==> src/rtl/ddp_fp_pkg.sv <==
// ddp_fp_pkg: shared defaults and helpers for the FP-stage pipeline blocks.
package ddp_fp_pkg;
    localparam int PKT_W     = 32;
    localparam int CNT_W_DEF = 16;

    // Increment that sticks at the all-ones value of a w-bit counter (w <= 32).
    function automatic logic [31:0] sat_inc(input logic [31:0] v, input int unsigned w);
        logic [31:0] max;
        max = (w >= 32) ? '1 : (32'd1 << w) - 32'd1;
        return (v == max) ? v : v + 32'd1;
    endfunction
endpackage

==> src/rtl/ce_elim_ring.sv <==
// ce_elim_ring: DEPTH-entry circular packet store with wrapping rd/wr pointers and occupancy count.
module ce_elim_ring #(
    parameter int WIDTH = 32,
    parameter int DEPTH = 2
) (
    input  logic             clk,
    input  logic             rst_n,
    input  logic             push,
    input  logic             pop,
    input  logic [WIDTH-1:0] wr_data,
    output logic [WIDTH-1:0] rd_data,
    output logic             full,
    output logic             empty
);
    localparam int PW = (DEPTH > 1) ? $clog2(DEPTH) : 1;
    localparam int CW = $clog2(DEPTH + 1);

    logic [WIDTH-1:0] mem [DEPTH];
    logic [PW-1:0]    rd_ptr, wr_ptr;
    logic [CW-1:0]    count;

    function automatic logic [PW-1:0] nxt(input logic [PW-1:0] p);
        return (p == PW'(DEPTH - 1)) ? '0 : p + 1'b1;
    endfunction

    assign full    = (count == CW'(DEPTH));
    assign empty   = (count == '0);
    // Gate to zero when empty so reset and drained states show no stale data.
    assign rd_data = empty ? '0 : mem[rd_ptr];

    always_ff @(posedge clk) begin
        if (push) mem[wr_ptr] <= wr_data;
    end

    always_ff @(posedge clk or negedge rst_n) begin
        if (!rst_n) begin
            rd_ptr <= '0;
            wr_ptr <= '0;
            count  <= '0;
        end else begin
            if (push) wr_ptr <= nxt(wr_ptr);
            if (pop)  rd_ptr <= nxt(rd_ptr);
            count <= count + CW'(push) - CW'(pop);
        end
    end
endmodule

==> src/rtl/ce_elim_buffer.sv <==
// ce_elim_buffer: Send/Ack pipeline buffer that deletes packets on entry when elimination is enabled,
// with a per-transfer CE_CP pulse and saturating pass/delete counters.
module ce_elim_buffer
    import ddp_fp_pkg::*;
#(
    parameter int WIDTH = PKT_W,
    parameter int DEPTH = 2,
    parameter int CNT_W = CNT_W_DEF
) (
    input  logic             CLK,
    input  logic             MR_n,
    input  logic             Send_in,
    input  logic [WIDTH-1:0] Data_in,
    input  logic             Exb_in,
    output logic             Ack_out,
    output logic             Send_out,
    output logic [WIDTH-1:0] Data_out,
    input  logic             Ack_in,
    input  logic             Elim_en,
    input  logic             Cnt_clr,
    output logic             CE_CP,
    output logic [CNT_W-1:0] Pass_cnt,
    output logic [CNT_W-1:0] Del_cnt
);
    logic del, acc, push, pop, full, empty;

    assign del      = Elim_en & ~Exb_in;
    // Deleted packets are absorbed even when full; kept ones never bypass a full store.
    assign Ack_out  = ~full | del;
    assign acc      = Send_in & Ack_out;
    assign push     = acc & ~del;
    assign pop      = Send_out & Ack_in;
    assign Send_out = ~empty;

    ce_elim_ring #(.WIDTH(WIDTH), .DEPTH(DEPTH)) u_ring (
        .clk     (CLK),
        .rst_n   (MR_n),
        .push    (push),
        .pop     (pop),
        .wr_data (Data_in),
        .rd_data (Data_out),
        .full    (full),
        .empty   (empty)
    );

    always_ff @(posedge CLK or negedge MR_n) begin
        if (!MR_n) begin
            CE_CP    <= 1'b0;
            Pass_cnt <= '0;
            Del_cnt  <= '0;
        end else begin
            CE_CP    <= acc;
            Pass_cnt <= Cnt_clr ? '0 : push ? CNT_W'(sat_inc(32'(Pass_cnt), CNT_W)) : Pass_cnt;
            Del_cnt  <= Cnt_clr ? '0 : (acc & del) ? CNT_W'(sat_inc(32'(Del_cnt), CNT_W)) : Del_cnt;
        end
    end
endmodule

==> config.mk <==
export PLATFORM = sky130hd
export DESIGN_NAME = ce_elim_buffer
export DESIGN_NICKNAME = d
export VERILOG_FILES = /design/src/rtl/ddp_fp_pkg.sv /design/src/rtl/ce_elim_ring.sv /design/src/rtl/ce_elim_buffer.sv
export SDC_FILE = /design/constraint.sdc
export NUM_CORES = 1
export LEC_CHECK = 0
export CORE_ASPECT_RATIO = 2
export CORE_MARGIN = 5
export CORE_UTILIZATION = 45
export CTS_CLUSTER_DIAMETER = 50
export DETAILED_ROUTE_END_ITERATION = 8
export GPL_TIMING_DRIVEN = 0
export HOLD_SLACK_MARGIN = 0.12
export PLACE_DENSITY = 0.8
export RECOVER_POWER = 25
export SKIP_LAST_GASP = 1
export SLEW_MARGIN = 20
export SYNTH_ARGS = -nofsm -noshare
export SYNTH_HDL_FRONTEND = slang
export SYNTH_SLANG_ARGS = --single-unit
==> constraint.sdc <==
create_clock -name CLK -period 2.9 [get_ports CLK]
set_input_delay 0.58 -clock CLK [delete_from_list [all_inputs] [get_ports CLK]]
set_output_delay 0.58 -clock CLK [all_outputs]
set_load 0.01 [all_outputs]
Word-level counts from Yosys, hierarchy flattened --
Memory sizes are Yosys's and may differ from the RTL's. Cells that the tools add are included.
Word-level totals: input bits 39, bits in registers 37, memories 1, output and inout bits 67, memory bits (writable) 64, logic and storage cells 44
Cells by class: $add $sub $neg 6, reductions and logical operators 5, bitwise gates (word level) 10, equal/unequal tests 5, multiplexer cells 11
Memory list:
- u_ring.mem | words 2, bits a word 32, read ports 1, clocked after memory_dff 0, wr ports 1, RTL line ce_elim_ring.sv:18 | logic [WIDTH-1:0] mem [DEPTH];
Operators with widths (count):
- two-way mux 16 bit | 6
- adder 16 x 1 -> 16 bit, second input constant | 2
- equality test 16 bit, second input constant | 2
- two-way mux 32 bit | 1
- AND 1 bit | 5
- two-way mux 1 bit | 4
- inequality test 2 bit, second input constant | 2
- NOT 1 bit | 4
- AND reduction 2 bit | 2
- nonzero test 2 bit | 2
- adder 1 bit, second input constant | 2
- adder 2 x 1 -> 2 bit | 1
- equality test 2 bit, second input constant | 1
- zero test 2 bit | 1
- subtractor 2 x 1 -> 2 bit | 1
- bitwise OR 1 bit | 1

Logic depth before layout (Yosys ltp) --
Gate-level depths: netlist of the first run.
depth after elaboration 7, gate-level depth with buffers 6, depth with buffers taken out 6

Modules after synthesis --
A second synthesis of the first run with hierarchy kept.
Second synthesis, totals: cell total of the unflattened synthesis 350, area total of the unflattened synthesis 4578.1 um^2
By module, submodules not included:
- ce_elim_ring | area each 2648.8 um^2, cells each 151, instances 1, sequential area each 2021.9 um^2
- ce_elim_buffer | area each 1929.4 um^2, cells each 199, instances 1, sequential area each 825.8 um^2

Least setup slack after synthesis of the first run --
No wires, ideal clock.
path kind input -> register, from input port Exb_in, to memory u_ring.mem[0][0] (enable), arrival 2.474 ns, data required time 2.479 ns, path buffers 1, stages 4, setup time 0.421 ns, path slack 0.005 ns, path through nand2b_1 -> nand3_1 -> clkbuf_1 -> nor2_1
On the way: word-level cells in the longest chain between the ends 7, elaborated cells between the ends (all ways) 8, those cells by class mux (2); bitwise (6)
Ends and longest elaborated chain:
- from (decl) | RTL line ce_elim_buffer.sv:14 | input logic Exb_in,
- NOT 1 bit * | RTL line ce_elim_buffer.sv:27 | assign del = Elim_en & ~Exb_in;
- AND 1 bit * | RTL line ce_elim_buffer.sv:27
- bitwise OR 1 bit | RTL line ce_elim_buffer.sv:29 | assign Ack_out = ~full | del;
- AND 1 bit | RTL line ce_elim_buffer.sv:30 | assign acc = Send_in & Ack_out;
- AND 1 bit * | RTL line ce_elim_buffer.sv:31 | assign push = acc & ~del;
- two-way mux 1 bit * | RTL line ce_elim_ring.sv:32 | if (push) mem[wr_ptr] <= wr_data;
- two-way mux 1 bit (not written as such) * | RTL line ce_elim_ring.sv:32
- to (decl) | RTL line ce_elim_ring.sv:18
Every way passes the cells marked *; elsewhere a longest branch is shown, timed or not.

Worst setup path after layout of the first run --
from register u_ring.count[1], to output port Data_out[29]
On the way: word-level cells in the longest chain between the ends 2
Ends and longest elaborated chain:
- from (decl) | RTL line ce_elim_ring.sv:20 | logic [CW-1:0] count;
- from (signal assigned) | RTL line ce_elim_ring.sv:43 | count <= count + CW'(push) - CW'(pop);
- zero test 2 bit | RTL line ce_elim_ring.sv:27 | assign empty = (count == '0);
- two-way mux 32 bit | RTL line ce_elim_ring.sv:29 | assign rd_data = empty ? '0 : mem[rd_ptr];
- to (decl) | RTL line ce_elim_buffer.sv:17 | output logic [WIDTH-1:0] Data_out,
No other way between the ends.

==> results of run 1 <==
[state kept, by name (all words and copies together) (netlist names)]
name / flops
Del_cnt: 16
u_ring.count: 2
CE_CP: 1
u_ring.rd_ptr: 1
u_ring.mem: 64
Pass_cnt: 16
u_ring.wr_ptr: 1
[through the flow]
stage          worst slack (ps)  cells  setup TNS [ps]
3_3_place_gp              -1432    580          -91460
4_1_cts                   119.6    600               0
2_1_floorplan             4.948    344               0
3_5_place_dp              18.59    583               0
6_report                  176.0    601               0
5_1_grt                   1.248    601               0
[cells by family after synthesis]
kind of cell	Yosys count
simple gates	145
mux	34
flops	101
compound gates	14
buf+inv	18
xor+xnor	29
fa+ha+maj	3
[power by group]
group / internal, mW / switching [mW] / total (mW) / leakage, nW
logic: 0.821 / 0.787 / 1.61 / 0.995
registers: 1.76 / 0.0647 / 1.83 / 1.09
clock network: 0.727 / 0.509 / 1.24 / 0.153
total: 3.31 / 1.36 / 4.67 / 2.24
[per-layer routing]
| layer | part of all wire | global-route usage | vias up |
|---|---|---|---|
| met5 | 0 | 0 | - |
| met2 | 0.56 | 0.3081 | 75 |
| met1 | 0.36 | 0.1877 | 1486 |
| met4 | 0.017 | 0.06176 | 0 |
| met3 | 0.058 | 0.04157 | 13 |
| li1 | - | - | 1477 |
[worst reg2reg max path, delay by kind of cell, from the launching register on]
family,cells,cell delay (ps)
and+or+nand+nor,3,860
buffers and inverters,2,600
DFF,1,420
[layout by cell type, fill, tap and decap left out, types with 2 or more instances in the layout]
cell type / n
sky130_fd_sc_hd__edfxtp_1: 64
sky130_fd_sc_hd__clkbuf_16: 10
sky130_fd_sc_hd__inv_1: 5
sky130_fd_sc_hd__dfrtp_1: 37
sky130_fd_sc_hd__ha_1: 3
sky130_fd_sc_hd__dlygate4sd3_1: 31
sky130_fd_sc_hd__clkdlybuf4s50_1: 73
sky130_fd_sc_hd__nor2_1: 67
sky130_fd_sc_hd__nor4_1: 5
sky130_fd_sc_hd__nor3_1: 9
sky130_fd_sc_hd__buf_2: 3
sky130_fd_sc_hd__buf_16: 2
sky130_fd_sc_hd__and2_1: 2
sky130_fd_sc_hd__clkbuf_1: 12
sky130_fd_sc_hd__or3_1: 3
sky130_fd_sc_hd__nand2b_1: 3
sky130_fd_sc_hd__o21ai_0: 4
sky130_fd_sc_hd__xor2_1: 7
sky130_fd_sc_hd__and3_1: 2
sky130_fd_sc_hd__mux2i_1: 34
sky130_fd_sc_hd__xnor2_1: 22
sky130_fd_sc_hd__nor2_4: 2
sky130_fd_sc_hd__nand2_1: 15
sky130_fd_sc_hd__nand4_1: 12
sky130_fd_sc_hd__nand3_1: 11
sky130_fd_sc_hd__a21oi_1: 6
[cell type report]
class	count	area [sq um]
well taps	132	165.2
multi-input cells	225	1494
diodes	1	2.502
repair buffers	108	1120
flip-flops and latches	101	2848
plain buffers	13	52.55
clock buffers	12	257.7
clock inverters	4	53.80
fillers	743	3623
inverters	5	18.77
[how the worst max path moves through the flow]
stage / start / cells past startpoint / endpoint / slack, ps
floorplan: Exb_in / 4 / u_ring.mem[0][0] / 5
global placement: Exb_in / 5 / u_ring.mem[1][9] / -1430
detailed placement: Exb_in / 6 / u_ring.mem[0][2] / 20
CTS: u_ring.count[1] / 4 / Data_out[28] / 120
global route: u_ring.count[1] / 4 / Data_out[1] / 1
finish: u_ring.count[1] / 4 / Data_out[29] / 180
[repair_timing]
item,4_1_cts,5_1_grt
endpoints found under the hold margin,6,0
setup buffers,0,0
hold buffers,1,0
==> results.md, run 1 <==
Setup path:
- For this run, the slowest stage of the critical path takes 500 ps.
- At the worst endpoint, the arrival time is 2140 ps.
- Walking the worst path, the cells encountered are nor2_1, clkbuf_1, nor2_1, clkdlybuf4s50_1.
- By startpoint and endpoint, the worst setup path is classified as register to output pin.
- The cell with the largest stage delay on the worst path is sky130_fd_sc_hd__clkdlybuf4s50_1.
- Along the worst path, the maximum fanout reaches 10.
- STA puts the critical path data required time at 2320 ps.
- The launch instance of the worst register-to-register path is u_ring.count[1].
- Grouping stages by cell kind, the critical path spends the most delay in buffers and inverters.
- The minimum setup slack among reg-to-reg paths is 720 ps.
- The depth of the worst register-to-register path is 5.
- Among the stages of the critical path, the cell type that occurs most often is sky130_fd_sc_hd__nor2_1.
- In this run the critical register-to-register path is captured at u_ring.mem[0][0].
- The element type at the critical path end is an output pin.
- The worst setup path is launched from a register.
- The number of buffers and inverters on the critical path is 2.

Routing:
- The first routing iteration left 120 violations.
- The wire length after detailed routing is 9526 um.
- The routed via count is 3051.
- The count of unresolved DRC violations after routing is 0.
- Using the TritonRoute via totals, the vias-per-cell ratio works out to 5.077.
- After detailed routing, the average wire length per cell comes to 15.85 um.
- The number of detailed-route iterations in the first pass is 4.
- The detail route stage leaves a number of antenna-violating nets equal to 0.

Flow run:
- Max-cap violations in this run came to 0.

Clocking:
- The worst-case clock buffer depth is 2.
- The later pin in the worst-skew pair is clocked with a latency of 340 ps.
- Clock-pin slew was measured on the worst setup and hold paths at 70 ps.
- The number of clock sinks seen by CTS is 101.
- The TritonCTS clock tree is built.
- The number of clock buffers added by TritonCTS is 9.
- The number of instances resized during post-cts repair is 0.
- CTS placed an instance of sky130_fd_sc_hd__clkbuf_16 at the clock tree root.
- The number of levels in the clock H-tree is 3.

STA:
- The maximum frequency from static timing analysis is 0.3671 GHz.
- The worst slew slack as a fraction of its limit is 0.5932.
- The worst hold margin is 561.3 ps.
- The slew at the pin closest to its max-slew limit is 610.1 ps.
- Setup violations remaining at the end of the flow were counted as 0.
- The worst path needs 2724 ps of the cycle, external delays included.
- Between clock sinks in the finished design, the worst skew comes to 7.670 ps.
- Setup repair after global routing left no endpoint under its margin.
- The final hold violation count is 0.
- The final critical-path share of the clock period is 0.9393.
- The final-report max-slew violation count is 0.

Die:
- The total I/O pin count is 106.
- The core region is 0.009635 sq mm.
- In this run the horizontal extent of the chip is 79.91 um.
- The floorplan has 51 rows.
- The die height is 149.8 um.
- The starting utilization of the core area is 0.4564.
- The die covers 0.01197 sq mm.

Power:
- The power after layout is 4.671 mW.
- The leakage dissipation is 2.242 nW.
- The areal power density over the cells is 776.9 mW/mm^2.
- The maximum vdd ir drop is 0.4313 mV.

Finish:
- The share of final-layout standard cells stronger than drive strength 1 is 0.06838.
- The signed area change from the synthesized netlist to the final layout is 36.70%.
- Measured on the finished design, the core utilization comes to 0.6239.
- The final design instance area without fill is 0.006012 sq mm.
- The final layout contains 505 nets.

Global routing:
- The total overflow left after global routing is 0.
- The number of global-route vias before repair came to 3194.
- Entering global routing, the biggest net connects 32 pins.
- The initial antenna violation count came to 1.
- The wire length of the first global-routing pass is 15700 um.
- For this run, the total global-route usage over all layers was measured as 0.1698.

Status:
- The flow ran to the end, and the final reports show no timing, DRC or antenna violations.

Logic synthesis:
- After synthesis, the largest family of logic cells by area is simple AND/OR/NAND/NOR gates.
- The post-synthesis simple-gate area fraction is 0.1684.
- The post-synthesis area per instance is 12.78 sq um.
- Of the total synthesized cell area, the portion taken by XOR and XNOR cells is 0.05775.
- The most frequently used cell type in the post-synthesis netlist is sky130_fd_sc_hd__nor2_1.
- After synthesis, the most frequently instantiated cells are sky130_fd_sc_hd__nor2_1, sky130_fd_sc_hd__edfxtp_1, sky130_fd_sc_hd__dfrtp_1, sky130_fd_sc_hd__mux2i_1, sky130_fd_sc_hd__xnor2_1.
- The share of synthesized area in the top cell type comes to 0.4370.
- Sorting the synthesized cells by area gives the leading types as sky130_fd_sc_hd__edfxtp_1, sky130_fd_sc_hd__dfrtp_1, sky130_fd_sc_hd__mux2i_1.
- Counting every instance in the synthesized netlist gives 344.
- The netlist area before placement is 0.004398 sq mm.
- In this run, synthesis inferred 64 flip-flops with an integrated enable.
- The number of nets in the synthesized netlist is 386.
- The synthesized design contains 101 register bits.
- The library cell with the largest summed area after synthesis is sky130_fd_sc_hd__edfxtp_1.
- Measured against the total synthesized area, the mux share comes to 0.07738.
- Of the synthesized area, sequential elements account for 0.6475.
- For this run, the number of Yosys warnings is 0.
- Of the total synthesized cell area, the portion taken by full adders, half adders and majority gates is 0.008535.
- The synthesized netlist contains 40 unique library cells.
- The primary flip-flop cell chosen by synthesis mapping is sky130_fd_sc_hd__edfxtp_1.
- After synthesis, the share of flip-flops with an asynchronous set or reset is 0.3663.
- The share of the synthesized area in compound gates (AO/OA/AOI/OAI) is 0.02418.

Hold path:
- The worst hold path belongs to the class primary input to register.
- The number of cells on the worst hold path is 2.
- The worst hold path begins at Cnt_clr.
- The worst min-delay path endpoint is Del_cnt[5].

Place:
- The global placement routability congestion is 0.7983.
- The cell area after placement is 0.005689 sq mm.
- Summed over all nets, the half-perimeter wirelength after detailed placement is 7138 um.
- The count of buffers added on input and output ports is 104.
Note: power is estimated with default switching activity, not from simulation.
==> run 2, diff against run 1 <==
--- a/config.mk
+++ b/config.mk
@@ -5,6 +5,7 @@
 export SDC_FILE = /design/constraint.sdc
 export NUM_CORES = 1
 export LEC_CHECK = 0
+export CAP_MARGIN = 30
 export CORE_ASPECT_RATIO = 2
 export CORE_MARGIN = 5
 export CORE_UTILIZATION = 45
==> results of run 2 <==
The final DEF is identical to that of run 1; final timing and power are the same.
